===== src/rtl/alu_issue_seq.sv =====
// Accumulator issue sequencer that feeds an 8-bit ALU and returns one result beat per instruction.
// Optional ADC support (op 011 with carry-increment cycle) is built when ALU_ISSUE_ADC_EN is defined.
module alu_issue_seq (
  input  logic       clk,
  input  logic       rst_n,
  input  logic       instr_valid,
  output logic       instr_ready,
  input  logic [7:0] instr,
  output logic [2:0] alu_opcode,
  output logic [4:0] alu_a,
  output logic [7:0] alu_b,
  input  logic [7:0] alu_data,
  input  logic       alu_c,
  input  logic       alu_z,
  output logic       res_valid,
  input  logic       res_ready,
  output logic [7:0] res_data,
  output logic       flag_z,
  output logic       flag_c
);

  localparam int unsigned DATA_W = 8;
  localparam int unsigned IMM_W  = 5;
  localparam int unsigned OP_W   = 3;

  localparam logic [OP_W-1:0] OP_ADD  = 3'b000;
  localparam logic [OP_W-1:0] OP_SUB  = 3'b001;
  localparam logic [OP_W-1:0] OP_LDI  = 3'b010;
  localparam logic [OP_W-1:0] OP_ADC  = 3'b011;
  localparam logic [OP_W-1:0] OP_CLR  = 3'b100;
  localparam logic [OP_W-1:0] ALU_IDLE = 3'b111;

  typedef struct packed {
    logic [OP_W-1:0]  op;
    logic [IMM_W-1:0] imm;
  } instr_t;

  typedef enum logic [1:0] {
    ST_IDLE  = 2'd0,
    ST_EXEC  = 2'd1,
    ST_EXEC2 = 2'd2,
    ST_RESP  = 2'd3
  } state_t;

  instr_t              instr_s;
  state_t              state_q, state_d;
  logic [OP_W-1:0]     op_q, op_d;
  logic [IMM_W-1:0]    imm_q, imm_d;
  logic [DATA_W-1:0]   acc_q, acc_d;
  logic                z_q, z_d;
  logic                c_q, c_d;
  logic [OP_W-1:0]     alu_op_q, alu_op_d;
  logic [IMM_W-1:0]    alu_a_q, alu_a_d;
  logic [DATA_W-1:0]   alu_b_q, alu_b_d;
  logic                res_valid_q, res_valid_d;

  assign instr_s = instr;

  // State, accumulator, flags and registered ALU/response outputs.
  always_ff @(posedge clk or negedge rst_n) begin
    if (!rst_n) begin
      state_q     <= ST_IDLE;
      op_q        <= '0;
      imm_q       <= '0;
      acc_q       <= '0;
      z_q         <= 1'b1;
      c_q         <= 1'b0;
      alu_op_q    <= ALU_IDLE;
      alu_a_q     <= '0;
      alu_b_q     <= '0;
      res_valid_q <= 1'b0;
    end else begin
      state_q     <= state_d;
      op_q        <= op_d;
      imm_q       <= imm_d;
      acc_q       <= acc_d;
      z_q         <= z_d;
      c_q         <= c_d;
      alu_op_q    <= alu_op_d;
      alu_a_q     <= alu_a_d;
      alu_b_q     <= alu_b_d;
      res_valid_q <= res_valid_d;
    end
  end

  // Next-state and next-output decode; ALU outputs are computed from the next state
  // so they are stable for the entire EXEC/EXEC2 cycle.
  always_comb begin
    state_d     = state_q;
    op_d        = op_q;
    imm_d       = imm_q;
    acc_d       = acc_q;
    z_d         = z_q;
    c_d         = c_q;
    alu_op_d    = ALU_IDLE;
    alu_a_d     = '0;
    alu_b_d     = acc_q;
    res_valid_d = 1'b0;

    case (state_q)
      ST_IDLE: begin
        if (instr_valid) begin
          op_d  = instr_s.op;
          imm_d = instr_s.imm;
          case (instr_s.op)
            OP_ADD, OP_SUB: state_d = ST_EXEC;
`ifdef ALU_ISSUE_ADC_EN
            OP_ADC:         state_d = ST_EXEC;
`endif
            OP_LDI: begin
              acc_d   = DATA_W'(instr_s.imm);
              z_d     = (instr_s.imm == '0);
              c_d     = 1'b0;
              state_d = ST_RESP;
            end
            OP_CLR: begin
              acc_d   = '0;
              z_d     = 1'b1;
              c_d     = 1'b0;
              state_d = ST_RESP;
            end
            default:        state_d = ST_RESP;
          endcase
        end
      end
      ST_EXEC: begin
        acc_d   = alu_data;
        c_d     = alu_c;
        z_d     = alu_z;
        state_d = ST_RESP;
`ifdef ALU_ISSUE_ADC_EN
        // Carry-in of 1 needs a second ALU pass to add it.
        if ((op_q == OP_ADC) && c_q) begin
          state_d = ST_EXEC2;
        end
`endif
      end
`ifdef ALU_ISSUE_ADC_EN
      ST_EXEC2: begin
        acc_d   = alu_data;
        c_d     = c_q | alu_c;
        z_d     = alu_z;
        state_d = ST_RESP;
      end
`endif
      ST_RESP: begin
        if (res_ready) begin
          state_d = ST_IDLE;
        end
      end
      default: state_d = ST_IDLE;
    endcase

    alu_b_d = acc_d;
    if (state_d == ST_EXEC) begin
      alu_op_d = (op_d == OP_ADC) ? OP_ADD : op_d;
      alu_a_d  = imm_d;
    end
`ifdef ALU_ISSUE_ADC_EN
    else if (state_d == ST_EXEC2) begin
      alu_op_d = OP_ADD;
      alu_a_d  = IMM_W'(1);
    end
`endif
    res_valid_d = (state_d == ST_RESP);
  end

  assign instr_ready = rst_n && (state_q == ST_IDLE);
  assign alu_opcode  = alu_op_q;
  assign alu_a       = alu_a_q;
  assign alu_b       = alu_b_q;
  assign res_valid   = res_valid_q;
  assign res_data    = acc_q;
  assign flag_z      = z_q;
  assign flag_c      = c_q;

endmodule


===== config.mk =====
export PLATFORM = sky130hd
export DESIGN_NAME = alu_issue_seq
export DESIGN_NICKNAME = d
export VERILOG_FILES = /design/src/rtl/alu_issue_seq.sv
export SDC_FILE = /design/constraint.sdc
export NUM_CORES = 1
export LEC_CHECK = 0
export BUFFER_PORTS_ARGS = -buffer_cell sky130_fd_sc_hd__buf_2
export CORE_MARGIN = 5
export CORE_UTILIZATION = 41
export CTS_CLUSTER_SIZE = 14
export DETAILED_ROUTE_END_ITERATION = 8
export GPL_TIMING_DRIVEN = 0
export PLACE_DENSITY = 0.73
export SLEW_MARGIN = 40
export SYNTH_ARGS = -nofsm -noshare
export SYNTH_HDL_FRONTEND = slang
export SYNTH_SLANG_ARGS = --single-unit
export TNS_END_PERCENT = 20

===== constraint.sdc =====
create_clock -name clk -period 3.8 [get_ports clk]
set_clock_uncertainty 0.05 [all_clocks]
set_input_delay 0.57 -clock clk [delete_from_list [all_inputs] [get_ports clk]]
set_output_delay 0.57 -clock clk [all_outputs]
set_load 0.05 [all_outputs]

## Yosys cells after proc, flatten, opt, wreduce, memory -nomap -nowiden

Index checks and enable logic that the tools add are counted.

- Register bits after elaboration: 29
- Latch bits: 0
- Memory bits (writable): 0
- ROM bits: 0
- Input bits: 22
- Word-level logic and storage cells: 49
- Memories: 0

- Add/sub/neg operators: 0
- $mul: 0
- Divide/modulo/power cells: 0
- Order comparisons: 0
- Eq/ne operators: 11
- Shift-type cells: 0
- Mux-type cells: 20
- Bitwise gates (word level): 0
- Reduce and logical (&&, ||, !) cells: 9

Operators with widths:

| operator | count |
|---|---|
| one-hot mux 8 bit (2 select lines) | 2 |
| two-way mux 5 bit | 3 |
| two-way mux 3 bit | 4 |
| two-way mux 8 bit | 1 |
| equality test 3 x 2 -> 1 bit (second input constant) | 2 |
| two-way mux 2 bit | 3 |
| one-hot mux 1 bit (2 select lines) | 3 |
| one-hot mux 2 bit (3 select lines) | 1 |
| AND reduction 3 bit | 2 |
| zero test 5 bit | 1 |
| equality test 2 x 1 -> 1 bit (second input constant) | 2 |
| equality test 2 bit (second input constant) | 2 |
| != test 2 bit (second input constant) | 2 |
| OR reduction 2 bit | 2 |
| equality test 3 x 1 -> 1 bit (second input constant) | 1 |
| equality test 3 bit (second input constant) | 1 |
| zero test 3 bit | 1 |
| two-way mux 1 bit | 3 |
| != test 3 x 1 -> 1 bit (second input constant) | 1 |
| zero test 2 bit | 1 |
| nonzero test 2 bit | 1 |
| logical AND 1 bit | 1 |

## Logic depth before layout (Yosys ltp)

Gate-level depths: netlist (run 1).

- Word-level depth: 7
- Gate-level depth with buffers: 5
- Mapped depth without buffers: 3

## Worst setup path before layout (run 1)

OpenSTA, ideal clock, no wires.

- Path type: input to output
- From: input rst_n
- To: output instr_ready
- Arrival time: 1.716 ns
- Required time: 3.180 ns
- Slack: 1.464 ns
- Cell stages on the path: 1
- Buffers on the path: 0
- Cell sequence: nor3b_1

- Word-level cells in the longest chain between the ends: 1

Ends and longest elaborated chain:

| what | line | text |
|---|---|---|
| start, declared | 5 | `input logic rst_n,` |
| logical AND 1 bit | 168 | `assign instr_ready = rst_n && (state_q == ST_IDLE);` |
| end, declared | 7 | `output logic instr_ready,` |

Every way passes these cells.

## Worst setup path after layout (run 1)

Ends and elaborated chain as after synthesis.

==> reports/summary.txt, run 1 <==
Status: finished, final reports clean
Antenna-violating nets left: 0
Crit end category: primary output
Layout cells sized above 1: 58.65%
Met3 usage: 2.193%
Nets: 156
DPL Wire Length: 1841 um
PwrDens: 957.3 nW/um^2
Worst r2r dst: alu_b[1]
Slowest stage cell, crit path: buf_2
Max FO, Critical Path: 22
Core Box Area: 2255 um^2
Pins Over Slew Limit: 0
CP arrival: 1.48 ns
Drt drc: 0
Reg2Reg Setup Slack: 2.33 ns
Die area: 3471 um^2
Yosys cell types: 27
RePlAce Congestion: 0.7520
Filler cells: 218
Setup WS post-layout: 1.700 ns
Clk slew on worst S/H paths: 0.11 ns
Area share of fa/ha/maj cells after synthesis: 0%
Worst Setup Start Kind: input pin
Fin crit share: 55.25%
Min-delay worst type: in -> async
Sequential area share after synthesis: 54.08%
Synth warn: 0
Min cycle time layout: 2.100 ns
Launch point of the worst path: rst_n
Dominant cells by area after synthesis: dfrtp_1, dfstp_2, buf_4
Main combinational cell family by area after synthesis: simple AND/OR/NAND/NOR gates
WL/cell: 14.30 um
Number of flops mapped to enable cells by yosys: 0
Mapped Cells: 80
Vias/cell: 4.907
GR Layer Usage met1: 17.01%
GR peak layer: met2
Yosys reg bits: 21
Met2 usage: 24.45%
Hold Violations, Final: 0
Gr usage total: 14.42%
Leakage power: 0.7011 nW
CTS H-tree depth: 1
CP max stage delay: 0.39 ns
Initial Utilization: 43.51%
Synthesized cell area: 980.9 um^2
Initial antenna violation count: 0
Most used cell, CP: buf_2
Global-route wire length before repair: 3753 um
CP required: 3.18 ns
Final setup vio count: 0
Synth Area in Compound Gates: 16.20%
Boundary pin count: 50
Grt total ovfl: 0
Max Root-Sink Buffers: 2
WL final: 2303 um
RSZ-0062 raised after global routing: false
Detailed Routing Iterations Pass 1: 4
Delay-heaviest family, CP: buffers and inverters
Vias in the first global route: 802
Largest net degree at the start of global routing: 23
Synth top cells by count: dfrtp_1, buf_4, a221o_1, and2_1, and3_1
Worst flop-to-flop path startpoint: state_q[1]
VDD IR max: 0.7436 mV
CTS Buf Count: 3
Area growth syn-to-layout: 31.25%
Layout Utilization: 57.10%
CTS Sinks: 21
CTS hold repair buffers: 0
Post-cts sizing count: 0
Crit path kind: in -> out
Postcts setup bufs: 0
Syn nets: 102
Fmax: 476.3 MHz
Top FF cell, synth: dfrtp_1
Critical-path cell list: buf_2, nor3b_1, buf_2
Avg Inst Size Synth: 12.26 um^2
Mux cell area share after synthesis: 0%
Reg2Reg Depth: 4
CTS root buf: clkbuf_4
CTS tree: done
Max-slew headroom: 61.44%
Die X: 58.92 um
I/O Buffers: 49
Antenna cells: 0
Max cap viols: 0
Worst Tran Pin Value: 0.5763 ns
Top-area cell type share of the netlist area: 43.37%
Post-route setup TNS: 0 ns
Power, Total: 1.233 mW
Vias: 790
Post-Synth XOR/XNOR Area: 1.658%
Crit path buf inv count: 2
Placement Setup Slack: 1.660 ns
Clock Latency Late Sink: 0.29 ns
Synth area leader: dfrtp_1
Most common cell in the netlist: dfrtp_1
Post-synthesis simple-gate area fraction: 17.35%
Asr flop ratio synth: 100.0%
Row count: 17
DRT iter0 DRCs: 21
Die height: 58.92 um
-- how the worst max path moves through the flow --
| stage | to | slack [ns] | cells past startpoint |
|---|---|---|---|
| floorplan | instr_ready | 1.46 | 1 |
| global placement | instr_ready | 1.69 | 3 |
| detailed placement | instr_ready | 1.66 | 3 |
| CTS | instr_ready | 1.66 | 3 |
| global route | instr_ready | 1.50 | 3 |
| finish | instr_ready | 1.70 | 3 |
-- flip-flops by register name (all words and copies together), names as in the netlist --
signal,count
alu_a,5
flag_c,1
state_q,2
flag_z,1
alu_b,8
res_valid,1
alu_opcode,3
-- cell type report --
type / instances / area [um^2] / share of cell area [%]
multi-input combinational: 44 / 345.3 / 26.82
buffer: 11 / 90.09 / 6.997
sequential: 21 / 530.5 / 41.21
clock buffer: 4 / 26.28 / 2.041
tap: 28 / 35.03 / 2.721
inverter: 4 / 15.01 / 1.166
timing repair buffer: 49 / 245.2 / 19.05
-- report_power, final --
group | switching, mW | internal [mW]
Combinational | 0.529 | 0.248
Sequential | 0.0520 | 0.299
Clock | 0.0626 | 0.0409
-- layer usage --
layer,vias to the layer above,wire (um)
li1,384,-
met1,369,914
met2,30,1130
met3,7,186
met4,0,72
met5,-,0
-- per-stage QoR --
stage | hold WS, ns | cells | instance area, um^2
floorplan | 0.2244 | 80 | 980.9
global placement | 0.4305 | 157 | 1261
detailed placement | 0.4343 | 157 | 1261
CTS | 0.1640 | 161 | 1287
global route | 0.1787 | 161 | 1287
finish | 0.1544 | 161 | 1287
-- cells by family after synthesis --
| kind of cell | Yosys count |
|---|---|
| simple gates | 25 |
| xor+xnor | 1 |
| compound gates | 18 |
| flops | 21 |
| buf+inv | 15 |
-- placed cells by master (no fill, tap or decap), types with 2 or more instances in the layout --
cell and n:
a221o_1 5, a22o_2 4, and2_1 5, and3_1 5
buf_2 49, buf_4 9, buf_6 2, clkbuf_4 3
dfrtp_1 17, dfstp_2 4, inv_1 4, nand2_1 4
nor2_1 3, nor3b_1 2, o31ai_1 2
Power figures use the tool's default switching activity.
==> inputs of run 2 (changes only) <==
CORE_UTILIZATION = 39   (was 41)
clock period = 1.75 ns   (was 3.8 ns; I/O delays follow)
==> run 2 against run 1 <==
  * Count of clock-buffer cells in the layout unchanged
  * Sequential share of layout area down 1.0 points
  * Flip-flop and latch count unchanged
  * Critical path depth up 1
  * Setup slack worse by 1.6 ns
  * Sequential power up 110%
  * Utilization down 2.8 points
  * Critical endpoint unchanged
==> reports/summary.txt, run 2 (same netlist as run 1, synthesis figures left out) <==
Die height: 60.15 um (+2.1%)
Crit end category: primary output
CTS Sinks: 21 (unchanged)
Crit path kind: in -> out
Pins Over Slew Limit: 0 (unchanged)
Initial antenna violation count: 0 (unchanged)
Max Root-Sink Buffers: 2 (unchanged)
CTS H-tree depth: 1 (unchanged)
Row count: 18 (+1)
Layout cells sized above 1: 58.82% (+0.18 points)
GR Layer Usage met1: 17.99% (+0.98 points)
Most frequent cells in the layout: buf_2, dfrtp_1, buf_4
Max reg flops: 8 (unchanged)
CP arrival: 1.35 ns (-0.13 ns)
Placement Setup Slack: 0.2210 ns (-1.439 ns)
Antenna-violating nets left: 0 (unchanged)
CP required: 1.44 ns (-1.74 ns)
CTS tree: done
Fmax: 601.4 MHz
Max FO, Critical Path: 3 (-86%)
Met2 usage: 24.69% (+0.24 points)
Setup WS post-layout: 0.08733 ns (-1.613 ns)
Final setup vio count: 0 (unchanged)
Layout Utilization: 54.27% (-2.8 points)
Die area: 3618 um^2 (+4.2%)
RePlAce Congestion: 0.7406 (-1.5%)
Drt drc: 0 (unchanged)
PwrDens: 2016 nW/um^2 (+110%)
Hold Violations, Final: 0 (unchanged)
Postcts setup bufs: 0 (unchanged)
Hold Path Cell Cnt: 2
Die X: 60.15 um (+2.1%)
Placed cell area: 1269 um^2 (+0.60%)
Vias in the first global route: 796 (-0.75%)
Clk slew on worst S/H paths: 0.11 ns (about the same)
RSZ-0062 raised after global routing: false
Max-slew headroom: 63.53% (+2.1 points)
Clock Latency Late Sink: 0.29 ns (about the same)
Vias/cell: 4.747 (-3.3%)
Grt total ovfl: 0 (unchanged)
Min-delay worst type: in -> reg
Reg2Reg Depth: 4 (unchanged)
Global-route wire length before repair: 3960 um (+5.5%)
Commonest non-fill, non-tap cell in the layout: buf_2
Post-route setup TNS: 0 ns (unchanged)
Vias: 788 (-0.25%)
Antenna cells: 0 (unchanged)
Leakage power: 0.7151 nW (+2.0%)
CTS Buf Count: 3 (unchanged)
Initial Utilization: 40.33% (-3.2 points)
Largest net degree at the start of global routing: 18 (-22%)
Worst Setup Start Kind: input pin
DRT iter0 DRCs: 15 (-29%)
CTS root buf: clkbuf_4
Detailed Routing Iterations Pass 1: 3 (-1)
Status: finished, final reports clean
WL final: 2364 um (+2.6%)
Boundary pin count: 50 (unchanged)
Nets: 159 (+1.9%)
DPL Wire Length: 1797 um (-2.4%)
Worst Tran Pin Value: 0.5451 ns (-0.03116 ns)
Min cycle time layout: 1.663 ns
Gr usage total: 14.68% (+0.25 points)
Power, Total: 2.661 mW (+120%)
I/O Buffers: 49 (unchanged)
VDD IR max: 1.607 mV (+120%)
Area growth syn-to-layout: 34.57%
WL/cell: 14.24 um (-0.44%)
Core Box Area: 2432 um^2 (+7.9%)
Final instance area: 1320 um^2 (+2.5%)
Max cap viols: 0 (unchanged)
Met3 usage: 2.808% (+0.61 points)
Fin crit share: 95.01%
GR peak layer: met2
==> run 2: changes by cell type in the layout (fill, tap and decap cells not counted) <==
cell,before,now
nor3b_1,2,1
nor3b_2,1,2
buf_2,49,50
dlygate4sd3_1,0,2
==> run 2: routing by layer <==
metal / wire [um] / part of all wire [%]
met5: 0 / 0
met4: 27 / 1.1
met3: 227 / 9.6
met2: 1142 / 48
met1: 966 / 41
==> run 2: layout make-up <==
type                       count  area, um^2
clock buffer                   4       26.28
tap                           30       37.54
timing repair buffer          52       270.3
fill                         229        1112
sequential                    21       530.5
multi-input combinational     44       350.3
buffer                        11       90.09
inverter                       4       15.01
==> run 2: final timing paths <==
path / start / endpoint / slack [ns]
hold reg to reg: flag_z / flag_z / 0.46
min in group asynchronous: rst_n / alu_b[3] / 0.49
max in group asynchronous: rst_n / alu_opcode[0] / 0.49
hold / removal: alu_data[5] / alu_b[5] / 0.14
setup / recovery: rst_n / instr_ready / 0.09
setup reg to reg: state_q[1] / alu_b[3] / 0.28
==> run 2: power breakdown <==
group / switching, mW / internal (mW) / total, mW
Sequential: 0.102 / 0.650 / 0.752
Clock: 0.130 / 0.0885 / 0.218
Combinational: 1.15 / 0.544 / 1.69
==> run 2: per-stage QoR <==
stage               cells  hold slack, ns
detailed placement    159          0.1896
global route          166          0.1316
CTS                   165          0.1308
global placement      159          0.1819
finish                166          0.1427
floorplan              80        -0.08309
==> run 2: timing repair <==
| item | in CTS | in global routing |
|---|---|---|
| gates resized for setup | 0 | 0 |
| endpoints found under the setup margin | 0 | 0 |
| hold buffers | 2 | 1 |
| endpoints found under the hold margin | 17 | 17 |
==> run 2: worst max-delay path, stage by stage <==
cell	delay, ns
dlygate4sd3_1	0.51
buf_2	0.13
nor3b_2	0.16
buf_2	0.28
